## src/rtl/mvau_ctrl_pkg.sv

```systemverilog
// Shared types for the MVAU stream sequencer: FSM state, accumulator tap
// strobes and an address-width helper.
package mvau_ctrl_pkg;

  typedef enum logic {
    FILL  = 1'b0,
    REUSE = 1'b1
  } state_t;

  typedef struct packed {
    logic first;
    logic last;
  } tap_t;

  // Width of a counter indexing n entries; never narrower than one bit.
  function automatic int addr_w(input int n);
    int w;
    w = $clog2(n);
    return (w < 1) ? 1 : w;
  endfunction

endpackage

```

## src/rtl/mvu_pe_seq_ctrl_if.sv

```systemverilog
// Handshake and datapath-control bundle between the MVAU sequencer (master)
// and the activation source / PE datapath / output sink (slave).
interface mvu_pe_seq_ctrl_if #(
  parameter int BA = 2,
  parameter int WA = 3
);
  logic          in_v;
  logic          in_rdy;
  logic          out_rdy;
  logic          do_mvau_stream;
  logic          pipe_en;
  logic          act_sel;
  logic          ib_wr_en;
  logic [BA-1:0] ib_addr;
  logic [WA-1:0] wmem_addr;
  logic          acc_first;
  logic          acc_last;
  logic          out_v;

  modport master (
    input  in_v, out_rdy,
    output in_rdy, do_mvau_stream, pipe_en, act_sel, ib_wr_en,
           ib_addr, wmem_addr, acc_first, acc_last, out_v
  );

  modport slave (
    output in_v, out_rdy,
    input  in_rdy, do_mvau_stream, pipe_en, act_sel, ib_wr_en,
           ib_addr, wmem_addr, acc_first, acc_last, out_v
  );
endinterface

```

## src/rtl/mvu_ctrl_tap_pipe.sv

```systemverilog
// DEPTH-stage shift register carrying accumulator first/last taps in step with
// the datapath; advances only when en is high, cleared by synchronous reset.
module mvu_ctrl_tap_pipe
  import mvau_ctrl_pkg::*;
#(
  parameter int DEPTH = 2
) (
  input  logic clk,
  input  logic rst_n,
  input  logic en,
  input  tap_t d,
  output tap_t q
);

  tap_t stage [DEPTH];

  always_ff @(posedge clk) begin
    if (!rst_n) begin
      for (int i = 0; i < DEPTH; i++) stage[i] <= '0;
    end else if (en) begin
      stage[0] <= d;
      for (int i = 1; i < DEPTH; i++) stage[i] <= stage[i-1];
    end
  end

  assign q = stage[DEPTH-1];

endmodule

```

## src/rtl/mvu_pe_seq_ctrl.sv

```systemverilog
// MVAU stream sequencer: fold counters, FILL/REUSE FSM, PIPE_LAT-aligned acc strobes,
// out_v held under backpressure (stall freezes everything). MVAU_PERF_CNT_EN adds perf counters.
module mvu_pe_seq_ctrl
  import mvau_ctrl_pkg::*;
#(
  parameter int SF       = 4,
  parameter int NF       = 2,
  parameter int PIPE_LAT = 2,
  parameter int WA       = addr_w(SF*NF),
  parameter int BA       = addr_w(SF)
) (
  input  logic              clk,
  input  logic              rst_n,
  mvu_pe_seq_ctrl_if.master bus
`ifdef MVAU_PERF_CNT_EN
  ,
  output logic [31:0]       stall_cnt,
  output logic [31:0]       vec_cnt
`endif
);

  localparam int            NA     = addr_w(NF);
  localparam logic [BA-1:0] SF_MAX = BA'(SF - 1);
  localparam logic [NA-1:0] NF_MAX = NA'(NF - 1);
  localparam logic [WA-1:0] WM_MAX = WA'(SF * NF - 1);

  state_t        state;
  logic [BA-1:0] sf;
  logic [NA-1:0] nf;
  logic [WA-1:0] wmem_addr;
  logic          out_v;
  logic          stall;
  logic          advance;
  logic          sf_wrap;
  logic          nf_wrap;
  tap_t          tap_in;
  tap_t          tap_out;

  assign stall   = out_v & ~bus.out_rdy;
  assign advance = (state == FILL) ? (bus.in_v & ~stall) : ~stall;
  assign sf_wrap = (sf == SF_MAX);
  assign nf_wrap = (nf == NF_MAX);

  // wmem_addr runs as its own counter so it never needs a multiply; it tracks nf*SF+sf.
  always_ff @(posedge clk) begin
    if (!rst_n) begin
      state     <= FILL;
      sf        <= '0;
      nf        <= '0;
      wmem_addr <= '0;
    end else if (advance) begin
      sf        <= sf_wrap ? '0 : sf + 1'b1;
      wmem_addr <= (wmem_addr == WM_MAX) ? '0 : wmem_addr + 1'b1;
      if (sf_wrap) begin
        nf <= nf_wrap ? '0 : nf + 1'b1;
        if (state == FILL) begin
          if (NF > 1) state <= REUSE;
        end else if (nf_wrap) begin
          state <= FILL;
        end
      end
    end
  end

  assign tap_in.first = advance & (sf == '0);
  assign tap_in.last  = advance & sf_wrap;

  mvu_ctrl_tap_pipe #(
    .DEPTH (PIPE_LAT)
  ) u_tap_pipe (
    .clk   (clk),
    .rst_n (rst_n),
    .en    (~stall),
    .d     (tap_in),
    .q     (tap_out)
  );

  // While stalled out_v is necessarily 1 and must hold; otherwise it follows the emerging last tap.
  always_ff @(posedge clk) begin
    if (!rst_n) begin
      out_v <= 1'b0;
    end else if (!stall) begin
      out_v <= tap_out.last;
    end
  end

  assign bus.in_rdy         = (state == FILL) & ~stall;
  assign bus.do_mvau_stream = advance;
  assign bus.pipe_en        = ~stall;
  assign bus.act_sel        = (state == REUSE);
  assign bus.ib_wr_en       = advance & (state == FILL);
  assign bus.ib_addr        = sf;
  assign bus.wmem_addr      = wmem_addr;
  assign bus.acc_first      = tap_out.first & ~stall;
  assign bus.acc_last       = tap_out.last & ~stall;
  assign bus.out_v          = out_v;

`ifdef MVAU_PERF_CNT_EN
  always_ff @(posedge clk) begin
    if (!rst_n) begin
      stall_cnt <= '0;
      vec_cnt   <= '0;
    end else begin
      if (stall && (stall_cnt != '1)) stall_cnt <= stall_cnt + 32'd1;
      if (out_v && bus.out_rdy && (vec_cnt != '1)) vec_cnt <= vec_cnt + 32'd1;
    end
  end
`endif

endmodule
```

## src/flat_wrapper.sv

```systemverilog
// flat-port wrapper written by rule: the top's interface ports become plain ports
module mvu_pe_seq_ctrl_flat import mvau_ctrl_pkg::*;
#(
  parameter int SF       = 4,
  parameter int NF       = 2,
  parameter int PIPE_LAT = 2,
  parameter int WA       = addr_w(SF*NF),
  parameter int BA       = addr_w(SF)
)
  (clk, rst_n, bus_in_v, bus_out_rdy, bus_in_rdy, bus_do_mvau_stream, bus_pipe_en, bus_act_sel, bus_ib_wr_en, bus_ib_addr, bus_wmem_addr, bus_acc_first, bus_acc_last, bus_out_v);
  mvu_pe_seq_ctrl_if #(.BA(BA), .WA(WA)) bus_i ();
  input  logic clk;
  input  logic rst_n;
  input wire logic [$bits(bus_i.in_v)-1:0] bus_in_v;
  input wire logic [$bits(bus_i.out_rdy)-1:0] bus_out_rdy;
  output wire logic [$bits(bus_i.in_rdy)-1:0] bus_in_rdy;
  output wire logic [$bits(bus_i.do_mvau_stream)-1:0] bus_do_mvau_stream;
  output wire logic [$bits(bus_i.pipe_en)-1:0] bus_pipe_en;
  output wire logic [$bits(bus_i.act_sel)-1:0] bus_act_sel;
  output wire logic [$bits(bus_i.ib_wr_en)-1:0] bus_ib_wr_en;
  output wire logic [$bits(bus_i.ib_addr)-1:0] bus_ib_addr;
  output wire logic [$bits(bus_i.wmem_addr)-1:0] bus_wmem_addr;
  output wire logic [$bits(bus_i.acc_first)-1:0] bus_acc_first;
  output wire logic [$bits(bus_i.acc_last)-1:0] bus_acc_last;
  output wire logic [$bits(bus_i.out_v)-1:0] bus_out_v;
  assign bus_i.in_v = bus_in_v;
  assign bus_i.out_rdy = bus_out_rdy;
  assign bus_in_rdy = bus_i.in_rdy;
  assign bus_do_mvau_stream = bus_i.do_mvau_stream;
  assign bus_pipe_en = bus_i.pipe_en;
  assign bus_act_sel = bus_i.act_sel;
  assign bus_ib_wr_en = bus_i.ib_wr_en;
  assign bus_ib_addr = bus_i.ib_addr;
  assign bus_wmem_addr = bus_i.wmem_addr;
  assign bus_acc_first = bus_i.acc_first;
  assign bus_acc_last = bus_i.acc_last;
  assign bus_out_v = bus_i.out_v;
  mvu_pe_seq_ctrl #(.SF(SF), .NF(NF), .PIPE_LAT(PIPE_LAT), .WA(WA), .BA(BA)) u_core (.clk(clk), .rst_n(rst_n), .bus(bus_i));
endmodule
```

## config.mk

```make
export PLATFORM = sky130hd
export DESIGN_NAME = mvu_pe_seq_ctrl_flat
export DESIGN_NICKNAME = d
export VERILOG_FILES = /design/src/rtl/mvau_ctrl_pkg.sv /design/src/rtl/mvu_pe_seq_ctrl_if.sv /design/src/rtl/mvu_ctrl_tap_pipe.sv /design/src/rtl/mvu_pe_seq_ctrl.sv /design/src/flat_wrapper.sv
export SDC_FILE = /design/constraint.sdc
export NUM_CORES = 1
export LEC_CHECK = 0
export ABC_CLOCK_PERIOD_IN_PS = 3000
export BUFFER_PORTS_ARGS = -buffer_cell sky130_fd_sc_hd__buf_2
export CORE_AREA = 2 2 39 41
export CTS_BUF_LIST = sky130_fd_sc_hd__clkbuf_2
export DETAILED_ROUTE_END_ITERATION = 7
export DIE_AREA = 0 0 41 43
export GPL_TIMING_DRIVEN = 1
export HOLD_SLACK_MARGIN = 0.03
export PLACE_DENSITY = 0.68
export SETUP_SLACK_MARGIN = 0.3
export SLEW_MARGIN = 25
export SYNTH_ARGS = -nofsm -noshare
export SYNTH_HDL_FRONTEND = slang
export SYNTH_SLANG_ARGS = --single-unit
```

## constraint.sdc

```tcl
create_clock -name clk -period 3 [get_ports clk]
set_input_delay 0.6 -clock clk [delete_from_list [all_inputs] [get_ports clk]]
set_output_delay 0.6 -clock clk [all_outputs]
set_load 0.1 [all_outputs]
```

==> qor.yml, run 1 <==
cp_cell_sequence: "buf_2, nor2b_4, inv_1, and2_2, buf_2"
vdd_drop_max_uv: 189
cts_resized: 0
routed_wl_mm: 1.10
hold_depth: 2
antenna_found_initial: 0
io_pins: 17
area_growth_syn_to_layout_pct: 21.4
final.period_utilization_pct: 78.9
avgSynthCellArea_um2: 9.71
ys_warn_count: 0
grt.overflow.total: 0
vias: 470
dp.cells: 89
p_total_uw: 352
vias_per_cell: 5.05
path_depth: 5
core_area_um2: 1380
clk_latency_ns: 0.27
maxSlewHeadroom_pct: 64.7
clock_sinks: 12
min_path_type: "flip-flop to flip-flop"
place_ws_ns: 0.643
cp.arrival_ns: 1.77
finalSetupViolations: 0
crit_top_cell: "buf_2"
synthDistinctLibCells: 21
final_antenna_net_count: 0
end_kind: "output port"
cts_max_level: 1
dr.pass1.iters: 4
cpPeakStageDelay_ns: 0.28
path_class: "primary input to output port"
syn_nets: 67
grt_pass1_wl_mm: 1.66
cts_tree: "yes"
yosysTopAreaCellShare_pct: 27.9
cts.reportedPaths.clkPinSlew_ns: 0.12
cts_setup_buffers: 0
holdWs_ns: 0.490
gp_congestion: 0.759
fin_ws_ns: 0.634
cts_buffer_depth: 2
rows: 14
netlist_top_cells_area: "dfxtp_1 28%, edfxtp_1 21%, ha_1 8.7%, a21oi_1 4.4%, o21ai_0 4.4%"
r2r_cells: 4
switching_share_pct: 36.2
grt_pass1_vias: 378
status: "complete, no violations"
fmax_ghz: 0.423
start_kind: "primary input"
p_per_area_nw_per_um2: 506
fin_crit_ns: 2.37
cts_hold_buf: 0
numCtsBuffers: 3
maxCapViolCount: 0
synth-seq-area-share_pct: 48.9
initialDrtViolationCount: 16
drive_gt1_share_pct: 35.1
synth_cells: 59
die_h_um: 43
wl_per_cell_um: 11.8
path_buf_inv: 3
cp.required_ns: 2.40
skew_ns: 0.00171
finalNonFillerCells: 93
fin_nets: 86
max_slew.worst_pin.slew_ns: 0.528
port_buffers: 16
combPwrFrac_pct: 23.4
num_antenna_cells: 0
clock-root-buffer: "clkbuf_2"
start_util_pct: 41.4
place_hpwl_um: 752
yosysTopAreaCell: "dfxtp_1"
cp_top_family: "buffers and inverters"
die_x_um: 41
grt_setup_unrepaired: "no"
crit_path_max_fanout: 12
power_frac_seq_pct: 50.7
dieArea_um2: 1760
drc: 0
grt_max_degree: 13
intPower_uw: 225
hold_viol: 0
synth_area_um2: 573
netSwitchingPower_uw: 127
cp_slowest_cell: "nor2b_4"
pwr-share-clk_pct: 26.0
synth_seq_cells: 12
grt_usage_pct: 14.7
tns_ns: 0
report.final.slew_viol_count: 0
power.leakage_nw: 0.336
==> flip-flops by register name (all words and copies together), names as in the netlist <==
name and cells:
u_core.bus.act_sel 1, u_core.bus.ib_addr 2, u_core.bus.out_v 1, u_core.bus.wmem_addr 3, u_core.nf 1, u_core.u_tap_pipe.stage 4
==> cell usage in the layout (no fill, tap or decap) <==
cell and count:
inv_1 4, nor2_4 2, ha_1 4, nand3_1 4, and4_1 2, o21ai_0 5, clkbuf_2 4, buf_2 16
and3_1 2, or4_1 2, nand2b_1 1, nor3_1 1, and2_2 3, dfxtp_1 8, a31oi_1 1, nor2b_4 1
mux2i_1 1, nand2_1 2, edfxtp_1 4, nor2_1 4, a21oi_1 5, or2_2 1
==> stage by stage <==
stage / util, % / cell area, um^2
3_5_place_dp: 48.8 / 676
3_3_place_gp: 48.8 / 676
6_report: 50.3 / 696
5_1_grt: 50.3 / 696
4_1_cts: 50.3 / 696
2_1_floorplan: - / 592
==> layout make-up <==
class                   instances  area, um^2
inverters                       4        15.0
repair buffers                 16        80.1
clock buffers                   4        20.0
multi-input cells              41         280
fillers                       132         688
well taps                      16        20.0
flip-flops and latches         12         280
==> per-layer routing <==
metal	up-vias	track usage, %	part of all wire, %
li1	244	-	-
met1	203	20.3	50
met2	20	17.8	42
met3	3	6.28	6.6
met4	0	10.0	1.8
met5	-	0	0
==> cell usage after synthesis <==
cell and instances:
a21oi_1 5, a31oi_1 1, and2_1 3, and3_1 2, and4_1 2, buf_2 1, buf_6 1, dfxtp_1 8
edfxtp_1 4, ha_1 4, inv_1 4, mux2i_1 1, nand2_1 2, nand2b_1 1, nand3_1 4, nor2_1 6
nor2b_4 1, nor3_1 1, o21ai_0 5, or2_2 1, or4_1 2
==> worst reg2reg max path, stage by stage (launching register included) <==
cell	delay, ns
dfxtp_1	0.35
ha_1	0.20
ha_1	0.17
or4_1	0.49
a21oi_1	0.13
==> power by group through the flow <==
| stage | combinational (mW) | clock [mW] | sequential, mW |
|---|---|---|---|
| floorplan | 0.0365 | 0 | 0.214 |
| global placement | 0.0824 | 0 | 0.182 |
| detailed placement | 0.0825 | 0 | 0.182 |
| CTS | 0.0827 | 0.0929 | 0.178 |
| global route | 0.0871 | 0.0999 | 0.179 |
| finish | 0.0823 | 0.0914 | 0.178 |
==> final timing paths <==
kind	start	endpoint	slack (ns)
hold / removal	u_core.nf	u_core.nf	0.49
hold reg to reg	u_core.nf	u_core.nf	0.49
setup / recovery	bus_out_rdy	bus_acc_first	0.63
setup reg to reg	u_core.bus.wmem_addr[0]	u_core.bus.wmem_addr[0]	1.60
==> kinds of logic after synthesis <==
family	share of synthesized area, %
fa+ha+maj	8.73
simple gates	25.3
buf+inv	5.46
flops	48.9
compound gates	9.82
mux	1.75
(Power assumes the default switching activity.)
==> inputs of run 2 (changes only) <==
ABC_CLOCK_PERIOD_IN_PS = 2000   (was 3000)
PLACE_DENSITY = 0.71   (was 0.68)
clock period = 2 ns   (was 3 ns; I/O delays follow)
==> run 2 against run 1 <==
Sequential power up 50%. Combinational power up 65%. Register-to-register slack worse by 1.0 ns. Core utilization up 7.7 points. First-iteration DRC count down 31%. Non-clock buffer count up 5. Routed wire length up 4.4%. Count of clock-buffer cells in the layout down 1. Critical path depth down 1. Sequential cell count unchanged. Die area unchanged. Via count up 10%.
==> qor.yml, run 2 (synthesis gave the netlist of run 1 again) <==
cts_hold_buf: 0  # unchanged
cp.required_ns: 1.60  # -0.80 ns
path_buf_inv: 2  # -1
cp_cell_sequence: "nor2b_4, inv_2, and2_4, buf_12"
cts_max_level: 1  # unchanged
gp_congestion: 0.828  # +9.1%
dp.cells: 90  # +1.1%
grt.overflow.total: 0  # unchanged
numCtsBuffers: 3  # unchanged
fin_area_um2: 802  # +15%
final_common_cell: "buf_2"
finalNonFillerCells: 98  # +5.4%
p_per_area_nw_per_um2: 655  # +30%
finalSetupViolations: 0  # unchanged
fin_nets: 91  # +5.8%
rows: 14  # unchanged
min_path_type: "primary input to flip-flop"
cts.reportedPaths.clkPinSlew_ns: 0.13  # about the same
dr.pass1.iters: 4  # unchanged
clock_sinks: 12  # unchanged
maxCapViolCount: 0  # unchanged
area_growth_syn_to_layout_pct: 40.0
final_core_util_pct: 58.0  # +7.7 points
clk_latency_ns: 0.27  # about the same
tns_ns: 0  # unchanged
place_ws_ns: 0.206  # -0.437 ns
crit_path_max_fanout: 6  # -6
p_total_uw: 526  # +49%
report.final.slew_viol_count: 0  # unchanged
drc: 0  # unchanged
antenna_found_initial: 0  # unchanged
maxSlewHeadroom_pct: 67.9  # +3.2 points
vias: 517  # +10%
grt_setup_unrepaired: "yes"
initialDrtViolationCount: 11  # -5
start_kind: "flip-flop"
grt_pass1_wl_mm: 1.84  # +11%
cp_slowest_cell: "dfxtp_4"
final_antenna_net_count: 0  # unchanged
die_x_um: 41  # unchanged
final_cell_mix: "10 x buf_2, 6 x buf_4, 5 x o21ai_0, 5 x a21oi_1"
place_area_um2: 699  # +3.5%
vias_per_cell: 5.28  # +4.4%
fmax_ghz: 0.606
start_util_pct: 41.4  # unchanged
io_pins: 17  # unchanged
final.period_utilization_pct: 82.5
dieArea_um2: 1760  # unchanged
end_kind: "output port"
wl_per_cell_um: 11.7  # -0.97%
path_class: "flip-flop to output port"
grt_usage_pct: 15.8  # +1.1 points
power.leakage_nw: 0.380  # +13%
holdWs_ns: 0.445  # -0.0456 ns
cpPeakStageDelay_ns: 0.36  # +0.08 ns
skew_ns: 0.0167  # +0.0150 ns
cts_tree: "yes"
routed_wl_mm: 1.15  # +4.4%
largest-register: "u_core.u_tap_pipe.stage"
clock-root-buffer: "clkbuf_2"
port_buffers: 16  # unchanged
vdd_drop_max_uv: 348  # +84%
cp.arrival_ns: 1.25  # -0.52 ns
cts_buffer_depth: 2  # unchanged
place_hpwl_um: 789  # +4.9%
max_slew.worst_pin.slew_ns: 0.485  # -0.0430 ns
grt_pass1_vias: 451  # +19%
drive_gt1_share_pct: 47.6  # +12 points
fin_ws_ns: 0.350  # -0.284 ns
grt_max_degree: 10  # -3
num_antenna_cells: 0  # unchanged
cp_top_family: "simple AND/OR/NAND/NOR gates"
hold_viol: 0  # unchanged
status: "complete, no violations"
largest_reg_flops: 4  # unchanged
die_h_um: 43  # unchanged
fin_crit_ns: 1.65
core_area_um2: 1380  # unchanged
## run 2: cell count changes in the layout (fill, tap and decap cells not counted), sizes merged
cell and change:
buf +4, clkinv +1
## run 2: area by class of cell
type                    count  area [um^2]
fillers                   118          582
flip-flops and latches     12          293
multi-input cells          41          287
repair buffers             21          169
well taps                  16         20.0
clock buffers               3         15.0
inverters                   4         15.0
clock inverters             1         3.75
## run 2: path summary, 6_finish.rpt
kind | from | end | slack, ns | cells past startpoint
setup / recovery | u_core.bus.out_v | bus_acc_last | 0.35 | 4
hold reg to reg | u_core.nf | u_core.nf | 0.48 | 2
hold / removal | rst_n | u_core.nf | 0.44 | 3
setup reg to reg | u_core.bus.wmem_addr[0] | u_core.bus.wmem_addr[0] | 0.60 | 4
## run 2: repair_timing
item                       in CTS  in global routing
buffers inserted                2                  2
setup endpoints to repair       6                  5
pin swaps                       0                  0
resized for setup              11                  6
## run 2: metal layers
metal | GRT usage, % | share of wire, % | vias up
met5 | 0 | 0 | -
met4 | 10.0 | 2.5 | 0
met3 | 4.71 | 4.7 | 4
met2 | 23.1 | 49 | 14
met1 | 19.3 | 43 | 242
li1 | - | - | 257
## run 2: worst min-delay path: cells and delay by family
| family | cells | cell delay, ns |
|---|---|---|
| muxes | 1 | 0.06 |
| buffers and inverters | 1 | 0.13 |
| and+or+nand+nor | 1 | 0.07 |
## run 2: power breakdown
part / internal (mW) / switching, mW
clock network: 0.0434 / 0.0800
registers: 0.259 / 0.00726
logic: 0.0330 / 0.103
